**config.mk**
```make
export PLATFORM = sky130hd
export DESIGN_NAME = load_store_unit
export DESIGN_NICKNAME = d
export VERILOG_FILES = /design/src/rtl/lsu_pkg.sv /design/src/rtl/lsu_align_merge.sv /design/src/rtl/load_store_unit.sv
export SDC_FILE = /design/constraint.sdc
export NUM_CORES = 1
export LEC_CHECK = 0
export BUFFER_PORTS_ARGS = -buffer_cell sky130_fd_sc_hd__buf_2
export CORE_UTILIZATION = 50
export CTS_BUF_LIST = sky130_fd_sc_hd__clkbuf_4
export CTS_CLUSTER_DIAMETER = 120
export DETAILED_ROUTE_END_ITERATION = 12
export MAX_ROUTING_LAYER = met4
export PLACE_DENSITY = 0.81
export REMOVE_ABC_BUFFERS = 1
export SETUP_SLACK_MARGIN = 0.15
export SLEW_MARGIN = 20
export SYNTH_ARGS = -nofsm -noshare
export SYNTH_HDL_FRONTEND = slang
export SYNTH_SLANG_ARGS = --single-unit
```
**constraint.sdc**
```tcl
create_clock -name Clk -period 5.5 [get_ports Clk]
set_input_delay 1.375 -clock Clk [delete_from_list [all_inputs] [get_ports Clk]]
set_output_delay 1.375 -clock Clk [all_outputs]
set_load 0.01 [all_outputs]
```
**src/rtl/lsu_pkg.sv**
```systemverilog
// lsu_pkg: shared types and helpers for the load/store unit.
//   lsu_op_t    - request operation encoding
//   lsu_state_t - sequencer states
//   is_store()  - op writes memory
//   access_size() - SZ_B / SZ_H / SZ_W
package lsu_pkg;

  typedef enum logic [2:0] {
    LW  = 3'd0,
    LH  = 3'd1,
    LHU = 3'd2,
    LB  = 3'd3,
    LBU = 3'd4,
    SW  = 3'd5,
    SH  = 3'd6,
    SB  = 3'd7
  } lsu_op_t;

  typedef enum logic [2:0] {
    S_IDLE    = 3'd0,
    S_RD_ADDR = 3'd1,
    S_RD_DATA = 3'd2,
    S_WR      = 3'd3,
    S_RESP    = 3'd4
  } lsu_state_t;

  localparam logic [1:0] SZ_B = 2'd0;
  localparam logic [1:0] SZ_H = 2'd1;
  localparam logic [1:0] SZ_W = 2'd2;

  function automatic logic is_store(lsu_op_t op);
    return (op == SW) || (op == SH) || (op == SB);
  endfunction

  function automatic logic [1:0] access_size(lsu_op_t op);
    case (op)
      LW, SW:          return SZ_W;
      LH, LHU, SH:     return SZ_H;
      default:         return SZ_B;
    endcase
  endfunction

endpackage

```
**src/rtl/lsu_align_merge.sv**
```systemverilog
// lsu_align_merge: combinational load extension and store merge.
//   i_op      - operation
//   i_dataout - word read from memory (lane 0 = access address)
//   i_wdata   - right-justified store data
//   o_rdata   - sign/zero extended load result
//   o_wbuf    - full word to write back for SH/SB (wdata for SW)
module lsu_align_merge
  import lsu_pkg::*;
(
  input  lsu_op_t     i_op,
  input  logic [31:0] i_dataout,
  input  logic [31:0] i_wdata,
  output logic [31:0] o_rdata,
  output logic [31:0] o_wbuf
);

  always_comb begin
    o_rdata = i_dataout;
    case (i_op)
      LH:      o_rdata = {{16{i_dataout[15]}}, i_dataout[15:0]};
      LHU:     o_rdata = {16'h0, i_dataout[15:0]};
      LB:      o_rdata = {{24{i_dataout[7]}}, i_dataout[7:0]};
      LBU:     o_rdata = {24'h0, i_dataout[7:0]};
      default: o_rdata = i_dataout;
    endcase
  end

  // Upper lanes keep what memory already holds; only the low lanes change.
  always_comb begin
    o_wbuf = i_wdata;
    case (i_op)
      SH:      o_wbuf = {i_dataout[31:16], i_wdata[15:0]};
      SB:      o_wbuf = {i_dataout[31:8], i_wdata[7:0]};
      default: o_wbuf = i_wdata;
    endcase
  end

endmodule

```
**src/rtl/load_store_unit.sv**
```systemverilog
// load_store_unit: single-outstanding load/store sequencer in front of a
// 32-bit byte-lane memory with a one-cycle synchronous read.
//   Clk, Reset            - clock, async active-high reset
//   req_valid/ready/op/addr/wdata - request handshake (ready only in IDLE)
//   resp_valid/rdata/err  - one-cycle response pulse
//   mem_raddress/waddress/datain/wr, mem_dataout - memory port
// Sub-word stores are read-modify-write: RD_ADDR -> RD_DATA -> WR.
module load_store_unit
  import lsu_pkg::*;
#(
  parameter int MEM_ADDR_W  = 16,
  parameter int CHECK_ALIGN = 1
) (
  input  logic        Clk,
  input  logic        Reset,
  input  logic        req_valid,
  output logic        req_ready,
  input  lsu_op_t     req_op,
  input  logic [31:0] req_addr,
  input  logic [31:0] req_wdata,
  output logic        resp_valid,
  output logic [31:0] resp_rdata,
  output logic        resp_err,
  output logic [31:0] mem_raddress,
  output logic [31:0] mem_waddress,
  output logic [31:0] mem_datain,
  output logic        mem_wr,
  input  logic [31:0] mem_dataout
);

  lsu_state_t  r_state, w_next;
  lsu_op_t     r_op;
  logic [31:0] r_addr, r_wdata, r_wbuf, r_rdata;
  logic        r_err;

  logic        w_accept, w_range_err, w_align_err, w_err;
  logic [1:0]  w_size;
  logic [31:0] w_ld_data, w_wbuf;

  assign w_accept    = req_valid && (r_state == S_IDLE);
  assign w_size      = access_size(req_op);
  assign w_range_err = |(req_addr >> MEM_ADDR_W);
  assign w_align_err = (CHECK_ALIGN != 0) &&
                       (((w_size == SZ_H) && req_addr[0]) ||
                        ((w_size == SZ_W) && (req_addr[1:0] != 2'b00)));
  assign w_err       = w_range_err || w_align_err;

  lsu_align_merge u_merge (
    .i_op      (r_op),
    .i_dataout (mem_dataout),
    .i_wdata   (r_wdata),
    .o_rdata   (w_ld_data),
    .o_wbuf    (w_wbuf)
  );

  always_ff @(posedge Clk or posedge Reset) begin
    if (Reset) r_state <= S_IDLE;
    else       r_state <= w_next;
  end

  always_comb begin
    w_next = r_state;
    case (r_state)
      S_IDLE: begin
        if (w_accept) begin
          if (w_err)             w_next = S_RESP;
          else if (req_op == SW) w_next = S_WR;
          else                   w_next = S_RD_ADDR;
        end
      end
      S_RD_ADDR: w_next = S_RD_DATA;
      S_RD_DATA: w_next = is_store(r_op) ? S_WR : S_RESP;
      S_WR:      w_next = S_RESP;
      S_RESP:    w_next = S_IDLE;
      default:   w_next = S_IDLE;
    endcase
  end

  always_ff @(posedge Clk or posedge Reset) begin
    if (Reset) begin
      r_op    <= LW;
      r_addr  <= '0;
      r_wdata <= '0;
      r_wbuf  <= '0;
      r_rdata <= '0;
      r_err   <= 1'b0;
    end else if (w_accept) begin
      r_op    <= req_op;
      r_addr  <= req_addr;
      r_wdata <= req_wdata;
      r_wbuf  <= '0;
      r_rdata <= '0;
      r_err   <= w_err;
    end else if (r_state == S_RD_DATA) begin
      if (is_store(r_op)) r_wbuf  <= w_wbuf;
      else                r_rdata <= w_ld_data;
    end
  end

  // Handshake and write strobe decode straight off the state register so
  // they are glitch-free and drop the instant Reset rises.
  assign req_ready    = (r_state == S_IDLE);
  assign resp_valid   = (r_state == S_RESP);
  assign mem_wr       = (r_state == S_WR);
  assign resp_rdata   = r_rdata;
  assign resp_err     = r_err;
  assign mem_raddress = r_addr;
  assign mem_waddress = r_addr;
  assign mem_datain   = (r_op == SW) ? r_wdata : r_wbuf;

endmodule

```
==> results of run 1 <==
-- Yosys cell counts (all sizes together) --
| master | number |
|---|---|
| dfrtp | 135 |
| a21o | 1 |
| buf | 63 |
| nand2 | 221 |
| o22ai | 1 |
| nor3b | 4 |
| nand4b | 1 |
| nor3 | 2 |
| nand2b | 4 |
| nor4 | 4 |
| and2 | 2 |
| a21oi | 18 |
| inv | 2 |
| mux2 | 33 |
| o2bb2ai | 49 |
| o21bai | 1 |
| mux2i | 24 |
| clkbuf | 6 |
| or3b | 1 |
| nor2 | 5 |
| nand3b | 1 |
| nor2b | 1 |
| nand3 | 1 |
| a22o | 8 |
| o21ai | 19 |
| and4 | 1 |
| o21a | 2 |
| xnor2 | 1 |
-- worst register-to-register path: stages (launching register included) --
cell,delay (ns)
dfrtp_1,0.49
nor3_2,0.33
and2_4,0.83
nor2_4,0.34
o2bb2ai_1,0.22
-- report_power, final --
| part | internal [mW] | switching (mW) | total [mW] | leakage [nW] |
|---|---|---|---|---|
| clock network | 0.268 | 0.361 | 0.629 | 0.135 |
| logic | 0.151 | 0.226 | 0.377 | 2.28 |
| registers | 1.06 | 0.0597 | 1.12 | 1.77 |
| total | 1.48 | 0.646 | 2.12 | 4.18 |
-- routing by layer --
layer	vias up	GRT usage (%)	routed length (um)
li1	2412	-	-
met3	34	6.09	893
met1	2497	30.4	6650
met2	195	42.1	7770
met4	0	11.0	380
met5	-	-	0
-- flip-flops by register name, indices dropped and copies added (netlist names) --
signal / flops
mem_raddress: 32
r_wbuf: 32
r_state: 3
r_wdata: 32
r_op: 3
resp_rdata: 32
resp_err: 1
-- worst paths after layout --
check | start | end | slack [ns]
max in group asynchronous | Reset | resp_rdata[16] | 3.52
worst min-delay path | resp_rdata[10] | resp_rdata[10] | 0.50
worst min register to register | resp_rdata[10] | resp_rdata[10] | 0.50
worst max-delay path | r_op[2] | mem_datain[23] | 1.35
min in group asynchronous | Reset | mem_raddress[18] | 1.04
worst max register to register | r_state[0] | r_wbuf[12] | 3.16
-- placed cells by master (no fill, tap or decap), types with 2 or more instances in the layout --
cell type	netlist	final
a21oi_1	17	17
a22o_1	8	8
buf_2	15	233
buf_4	39	5
bufinv_16	0	2
clkbuf_4	0	18
clkinv_1	0	2
clkinv_2	0	4
clkinvlp_4	0	5
dfrtp_1	135	135
inv_6	0	2
mux2_2	33	33
mux2i_1	24	24
nand2_1	220	219
nand2_2	1	2
nand2b_1	4	4
nor2_1	3	3
nor3b_1	2	2
nor4_1	4	4
o21a_1	2	2
o21ai_0	18	18
o2bb2ai_1	49	49
-- cell families (layout without fill, tap and decap cells) --
| family | after synthesis | count (layout) | share of synthesized area, % |
|---|---|---|---|
| and+or+nand+nor | 248 | 248 | 16.8 |
| DFF | 135 | 135 | 53.5 |
| AOI/OAI and AO/OA | 99 | 99 | 11.8 |
| buffers and inverters | 71 | 272 | 8.11 |
| muxes | 57 | 57 | 9.69 |
| xor gates and xnor gates | 1 | 1 | 0.139 |
| other | 0 | 1 | 0 |
-- stage by stage --
step / utilization, % / total power, mW / hold WS [ns]
2_1_floorplan: - / 1.33 / 0.451
3_5_place_dp: 59.4 / 1.52 / 0.471
3_3_place_gp: 59.4 / 1.51 / 0.466
4_1_cts: 61.6 / 2.14 / 0.501
6_report: 61.7 / 2.12 / 0.499
5_1_grt: 61.7 / 2.23 / 0.517
-- final cells by class --
class	count	area share, %
diodes	1	0.0334
clock buffers	18	1.80
clock inverters	14	1.78
inverters	2	0.167
multi-input cells	405	32.3
flip-flops and latches	135	45.0
well taps	168	2.80
repair buffers	238	16.0
==> metrics, run 1 <==
run status completed; post-synthesis sequential area ratio 53.5%; Vias/cell 5.24; nets 901; die extent in y 114 um; crit-path max FO 18; setup violation total in the final timing report 0; worst vdd ir 0.225 mV; Max Buffers Root-to-Sink 2; initial antenna violation count 0; worst slew pin tran 0.976 ns; synthesized area per cell 10.3 sq um; Worst Path Required 4.12 ns; top cell type's share of synthesized area 53.5%; H-tree level count 4; port bufs 233; Power Dens Cells 283 nW/um^2; design area 7500 sq um; layout cells sized above 1 38.7%; vias in the first global route 4,986; All-Layer GR Usage 25.7%; final hold violation count 0; CTS Buf Count 17; Synth warnings 0; CP max stage cell nand3b_1; cts repair resizes 0; Routed WL per cell 16.0 um; Starting Density 51.9%; Clock transition at path regs 0.11 ns; hold depth 1; Netlist cell types 41; P_leak 4.18 nW; Pre-Repair DR Iteration Count 4; Final Max Tran Viols 0; top post-synthesis cells by area dfrtp_1 (54%), nand2_1 (13%), o2bb2ai_1 (6.8%), mux2_2 (5.9%), buf_4 (4.6%); critical path's top delay family simple AND/OR/NAND/NOR gates; ANT nets after route 0; cell count after synthesis 611; DRT Wirelength 15,700 um; gr ovfl total 0; WS Path Type register to primary output; Final period util 75.4%; post-place setup slack 1.91 ns; initial DRC count 270; CP peak stage delay 0.68 ns; hold buffer count at cts 0; Rel. slew slack 34.9%; Seq. cell area 3380 sq um; Worst Path Arrival 2.77 ns; Skew-Pair Late Insertion Delay 0.55 ns; setup TNS 0 ns; multi-input logic area 2420 sq um; row count 40; Worst setup SP type register; vias post-DR 5,138; # placed instances 948; Layout area overhead 18.9%; Non-Filler Instances 981; post-place instance area 7230 sq um; Worst Skew 0.00920 ns; synthesized cell area 6310 sq um; Die ar. 13,100 sq um; min Tclk post-route 4.15 ns; Register-to-Register Path Depth 4; WP depth 4; worst min-delay path class register to register; CTS tree yes; Post CTS Setup Buffer Count 0; final setup margin 1.35 ns; WP buf/inv 2; Placer Congestion 0.822; DRC 0; leading area contributor after synthesis dfrtp_1; crit-path cells nand3b_1 > buf_4 > mux2_2 > buf_2; Seq cells post-synth 135; Core Area 12,200 sq um; IO Pins 234; Max-cap violations 0; dpl hpwl 10,500 um; root buffer cell clkbuf_4; Layout fillers 1,061; largest net degree at the start of global routing 113; Sink Count 135; highest clock rate 0.241 GHz; DIE WIDTH 114 um; crit path capture type primary output; first-pass GRT wire length 24,600 um; unrepaired setup endpoints after global routing false
(Power assumes the default switching activity.)
==> run 2, diff against run 1 <==
- ABC_AREA: not set -> 1
- CORE_UTILIZATION: 50 -> 46
- PLACE_DENSITY: 0.81 -> 0.79
- clock period: 5.5 -> 3.49 ns (I/O delays scaled with it)
==> run 2 against run 1 <==
- die area is 7.1% higher
- sequential power is 98% higher
- wire length is 2.7% higher
- final area is 0.25% lower
- clock skew is 0.0029 ns higher
- setup slack worse by 1.0 ns
- worst hold slack worse by 0.079 ns
- count of clock-buffer cells in the layout is 3 higher
- sequential cell count stayed put
- clock power is 40% higher
- non-clock buffer count stayed put
- highest routed layer unchanged
==> metrics, run 2 <==
Rel. slew slack 33.0% (-2.0 points); WS Path Type register to primary output; Worst setup SP type register; Worst Skew 0.0121 ns (+0.00294 ns); most common cell after layout, fill and taps aside buf_2; Skew-Pair Late Insertion Delay 0.54 ns (about the same); dpl hpwl 10,900 um (+3.5%); Sink Count 135 (unchanged); gr ovfl total 0 (unchanged); Max Buffers Root-to-Sink 2 (unchanged); synthesized cell area 6220 sq um (-1.4%); final setup margin 0.355 ns (-0.996 ns); first-pass GRT wire length 26,200 um (+6.4%); highest clock rate 0.319 GHz; die extent in y 118 um (+3.5%); final hold violation count 0 (unchanged); Power Dens Cells 693 nW/um^2 (+150%); vias post-DR 5,555 (+8.1%); Synth warnings 0 (unchanged); Logic pwr share 40.3% (+22 points); Vias/cell 5.07 (-3.1%); vias in the first global route 5,241 (+5.1%); DRC 0 (unchanged); Clock transition at path regs 0.11 ns (about the same); crit path from r_op[2]; Netlist cell types 27 (-34%); Pint 3.05 mW (+110%); ANT nets after route 0 (unchanged); Final Max Tran Viols 0 (unchanged); most instantiated cells after synthesis nand2_1 (223), dfrtp_1 (135), o21ai_0 (129); EDFF count, synth 0 (unchanged); initial antenna violation count 0 (unchanged); Seq. cell area 3380 sq um (unchanged); ys async rst share 100% (unchanged); NetSw 2.13 mW (+230%); initial DRC count 396 (+47%); CTS Buf Count 17 (unchanged); run status completed; P_leak 4.19 nW (about the same); top cell type's share of synthesized area 54.3% (+0.74 points); CP peak stage delay 0.54 ns (-0.14 ns); Pre-Repair DR Iteration Count 5 (+1); Seq cells post-synth 135 (unchanged); share of power burned in the clock network 17.0% (-13 points); Flop pwr share 42.7% (-9.9 points); DIE WIDTH 118 um (+3.5%); Routed WL per cell 14.7 um (-8.0%); Worst Path Arrival 2.26 ns (-0.51 ns); layout cells sized above 1 32.6% (-6.0 points); # diodes 0 (-1); Core Area 13,200 sq um (+8.9%); H-tree level count 4 (unchanged); row count 42 (+5.0%); setup violation total in the final timing report 0 (unchanged); Primary FF master, synth dfrtp_1; port bufs 233 (unchanged); IO Pins 234 (unchanged); final core utilization 56.5% (-5.2 points); Max-cap violations 0 (unchanged); unrepaired setup endpoints after global routing false; Worst Path Required 2.62 ns (-1.50 ns); crit-path max FO 38 (+20); synthesized area per cell 8.60 sq um (-17%); root buffer cell clkbuf_4; multi-input logic area 2240 sq um (-7.6%); DRT Wirelength 16,100 um (+2.7%); Starting Density 47.0% (-4.9 points); reg2reg start r_op[0]; min Tclk post-route 3.14 ns; nets 1,011 (+12%); Post CTS Setup Buffer Count 0 (unchanged); Layout area overhead 20.2%; top post-synthesis cells by area dfrtp_1 (54%), nand2_1 (13%), o21ai_0 (10%), buf_4 (4.1%), nand3_1 (2.9%); crit-path cells nand3_2 > buf_12 > mux2_2 > buf_2; All-Layer GR Usage 24.9% (-0.75 points); Placer Congestion 0.788 (-4.2%); largest net degree at the start of global routing 88 (-22%); worst vdd ir 0.445 mV (+97%); Non-Filler Instances 1,095 (+12%); leading area contributor after synthesis dfrtp_1; cts repair resizes 0 (unchanged); worst slew pin tran 1.00 ns (+0.0270 ns); Layout fillers 1,271 (+20%); CTS tree yes; post-synthesis sequential area ratio 54.3% (+0.74 points); commonest non-fill, non-tap cells in the layout buf_2 (233), nand2_1 (222), dfrtp_1 (135); WP buf/inv 2 (unchanged); Final period util 89.8%; Die ar. 14,000 sq um (+7.1%); crit path capture type primary output; critical path's top delay family flip-flops; cell count after synthesis 724 (+18%); hold buffer count at cts 0 (unchanged); switch share 41.1% (+11 points); most common cell in the netlist nand2_1; worst min-delay path class input port to asynchronous set/reset pin; # placed instances 1,066 (+12%); CP max stage cell dfrtp_1; Power Total 5.19 mW (+140%); post-place setup slack 0.936 ns (-0.972 ns)
run 2: cell types whose count changed after synthesis, moves of 6 or more:
cell	before	now
a21oi_1	17	11
buf_2	15	23
buf_6	7	1
clkbuf_1	6	13
inv_1	2	42
inv_2	0	6
mux2_2	33	9
mux2i_1	24	1
nand3_1	1	36
nor2_1	3	25
o21ai_0	18	129
o21ai_2	0	11
o2bb2ai_1	49	0
run 2: cells by family (layout without fill, tap and decap cells):
family,Yosys count,in the layout,synth area share [%]
multiplexers,10,10,1.79
flip-flops,135,135,54.3
AND/OR/NAND/NOR,297,297,19.7
buffers and inverters,120,315,9.87
AO/OA/AOI/OAI,162,162,14.4
run 2: metrics by stage:
step | TNS (ns) | cell area (sq um) | hold WS [ns]
global placement | 0 | 7260 | 0.461
finish | 0 | 7480 | 0.420
detailed placement | 0 | 7260 | 0.466
CTS | 0 | 7480 | 0.407
global route | 0 | 7480 | 0.431
floorplan | -134.14 | 5790 | 0.458
run 2: area by class of cell:
| type | count | area share, % |
|---|---|---|
| flip-flops and latches | 135 | 45.2 |
| well taps | 176 | 2.94 |
| inverters | 48 | 2.47 |
| repair buffers | 238 | 16.6 |
| clock buffers | 21 | 2.11 |
| clock inverters | 8 | 0.803 |
| multi-input cells | 469 | 29.9 |
run 2: power groups by stage:
stage	Combinational (mW)	Sequential, mW	Clock (mW)
after floorplan	1.04	2.40	0
after global placement	2.05	2.23	0
after detailed placement	2.11	2.24	0
after CTS	2.11	2.22	0.910
after global routing	2.34	2.27	0.974
final	2.09	2.22	0.883
run 2: final timing paths:
check / end / slack [ns] / depth (start not counted)
max: mem_datain[4] / 0.35 / 4
min in group Clk: resp_rdata[25] / 0.49 / 2
max in group asynchronous: mem_raddress[14] / 2.36 / 3
min reg2reg: resp_rdata[25] / 0.49 / 2
min: r_wdata[3] / 0.42 / 2
max reg2reg: resp_rdata[5] / 1.30 / 7
run 2: per-layer routing:
| metal | vias to the layer above | routed length, um | track usage (%) |
|---|---|---|---|
| li1 | 2677 | - | - |
| met1 | 2617 | 6960 | 30.8 |
| met2 | 239 | 7890 | 40.5 |
| met3 | 22 | 1010 | 5.31 |
| met4 | 0 | 257 | 8.89 |
| met5 | - | 0 | - |
==> run 3, diff against run 2 <==
- CAP_MARGIN: not set -> 20
- CTS_BUF_LIST: sky130_fd_sc_hd__clkbuf_4 -> sky130_fd_sc_hd__clkbuf_4 sky130_fd_sc_hd__clkbuf_8
==> run 3 against run 2 <==
- largest power group unchanged
- combinational power about the same
- first-iteration DRC count shrank 11%
- utilization rose by 1.1 points
- clock skew decreased by 0.0026 ns
- critical path depth stayed put
==> metrics, run 3 (synthesis gave the netlist of run 2 again) <==
Worst setup SP type register; vias post-DR 5,586 (+0.56%); unrepaired setup endpoints after global routing false; crit path capture type primary output; IO Pins 234 (unchanged); CP max stage cell dfrtp_1; worst slew pin tran 1.01 ns (+0.00687 ns); All-Layer GR Usage 24.9% (-0.057 points); final setup margin 0.469 ns (+0.114 ns); Power Dens Cells 724 nW/um^2 (+4.4%); row count 42 (unchanged); CP peak stage delay 0.52 ns (-0.02 ns); Rel. slew slack 32.5% (-0.46 points); worst min-delay path class register to register; Sink Count 135 (unchanged); Final period util 86.6% (-3.3 points); Max Buffers Root-to-Sink 2 (unchanged); run status completed; hold path start resp_rdata[24]; first-pass GRT wire length 26,200 um (about the same); WP buf/inv 2 (unchanged); DRT Wirelength 16,200 um (+0.44%); hold depth 2; most common cell after layout, fill and taps aside buf_2; Core Area 13,200 sq um (unchanged); Final Max Tran Viols 0 (unchanged); Pre-Repair DR Iteration Count 5 (unchanged); initial DRC count 351 (-11%); Worst Path Required 2.62 ns (about the same); register-to-register path setup slack 1.31 ns (about the same); DIE WIDTH 118 um (unchanged); Skew-Pair Late Insertion Delay 0.44 ns (-0.10 ns); cts repair resizes 0 (unchanged); setup violation total in the final timing report 0 (unchanged); die extent in y 118 um (unchanged); Worst Skew 0.00957 ns (-0.00258 ns); Fin Hold WS 0.482 ns (+0.0623 ns); nets 1,011 (unchanged); Starting Density 47.0% (unchanged); hold buffer count at cts 0 (unchanged); # diodes 0 (unchanged); WS Path Type register to primary output; critical path's top delay family flip-flops; crit-path max FO 38 (unchanged); H-tree level count 4 (unchanged); Layout area overhead 22.6%; Register-to-Register Path Depth 7 (unchanged); highest clock rate 0.331 GHz (+3.8%); Post CTS Setup Buffer Count 0 (unchanged); Min-Delay Endpoint resp_rdata[24]; post-place instance area 7260 sq um (unchanged); post-place setup slack 0.936 ns (unchanged); Vias/cell 5.10 (+0.56%); crit-path cells nand3_2 > buf_12 > mux2_2 > buf_2; min Tclk post-route 3.02 ns (-0.114 ns); Worst Path Arrival 2.15 ns (-0.11 ns); Die ar. 14,000 sq um (unchanged); DRC 0 (unchanged); P_leak 4.25 nW (+1.6%); CTS Buf Count 17 (unchanged); worst vdd ir 0.387 mV (-13%); largest net degree at the start of global routing 88 (unchanged); root buffer cell clkbuf_8; design area 7630 sq um (+2.0%); CTS tree yes; dpl hpwl 10,900 um (unchanged); commonest non-fill, non-tap cells in the layout buf_2 (233), nand2_1 (222), dfrtp_1 (135); final hold violation count 0 (unchanged); gr ovfl total 0 (unchanged); R2R Path End resp_rdata[1]; Placer Congestion 0.788 (unchanged); port bufs 233 (unchanged); layout cells sized above 1 33.1% (+0.44 points); Max-cap violations 0 (unchanged); Routed WL per cell 14.8 um (+0.44%); vias in the first global route 5,225 (-0.31%); Clock transition at path regs 0.07 ns (-0.04 ns); initial antenna violation count 0 (unchanged); reg2reg start r_op[0]; ANT nets after route 0 (unchanged)
-- run 3: cell count changes in the layout (fill, tap and decap cells not counted), sizes merged --
cell / change
clkinv: -4
clkbuf: +4
-- run 3: final cells by class --
| type | instances | area [sq um] |
|---|---|---|
| inverter | 48 | 185 |
| clock buffer | 25 | 319 |
| multi-input combinational | 469 | 2240 |
| timing repair buffer | 238 | 1240 |
| fill | 1248 | 5610 |
| clock inverter | 4 | 45.0 |
| sequential | 135 | 3380 |
| tap | 176 | 220 |
-- run 3: power by group --
group          total, mW  internal, mW  switching [mW]
clock               1.21         0.656           0.556
combinational       2.09         0.738            1.35
sequential          2.22          1.96           0.260
total               5.52          3.35            2.17
-- run 3: worst reg2reg max path, delay by kind of cell, from the launching register on --
family,cells,cell delay [ns]
buffers and inverters,3,0.53
DFF,1,0.45
AOI/OAI and AO/OA,2,0.51
and+or+nand+nor,2,0.57
-- run 3: routing by layer --
metal  up-vias  track usage [%]  share of wire [%]
met5         -                -                  0
met4         0             8.41                1.2
met3        16             5.16                5.9
met2       222             40.6                 49
met1      2672             30.9                 44
li1       2676                -                  -
-- run 3: worst max path at each step --
stage | start | to | slack [ns] | depth (start not counted)
floorplan | Reset | mem_raddress[0] | -0.99 | 1
CTS | r_op[2] | mem_datain[4] | 0.44 | 4
global placement | r_op[2] | mem_datain[7] | 0.99 | 4
finish | r_op[2] | mem_datain[4] | 0.47 | 4
global route | r_op[2] | mem_datain[4] | 0.31 | 4
detailed placement | r_op[2] | mem_datain[4] | 0.94 | 4
-- run 3: stage by stage --
step	power (mW)	setup TNS (ns)	std cells	util, %
after global routing	5.91	0	1095	57.6
final	5.52	0	1095	57.6
after global placement	4.28	0	1066	54.8
after floorplan	3.44	-134.14	652	-
after CTS	5.57	0	1095	57.6
after detailed placement	4.34	0	1066	54.8
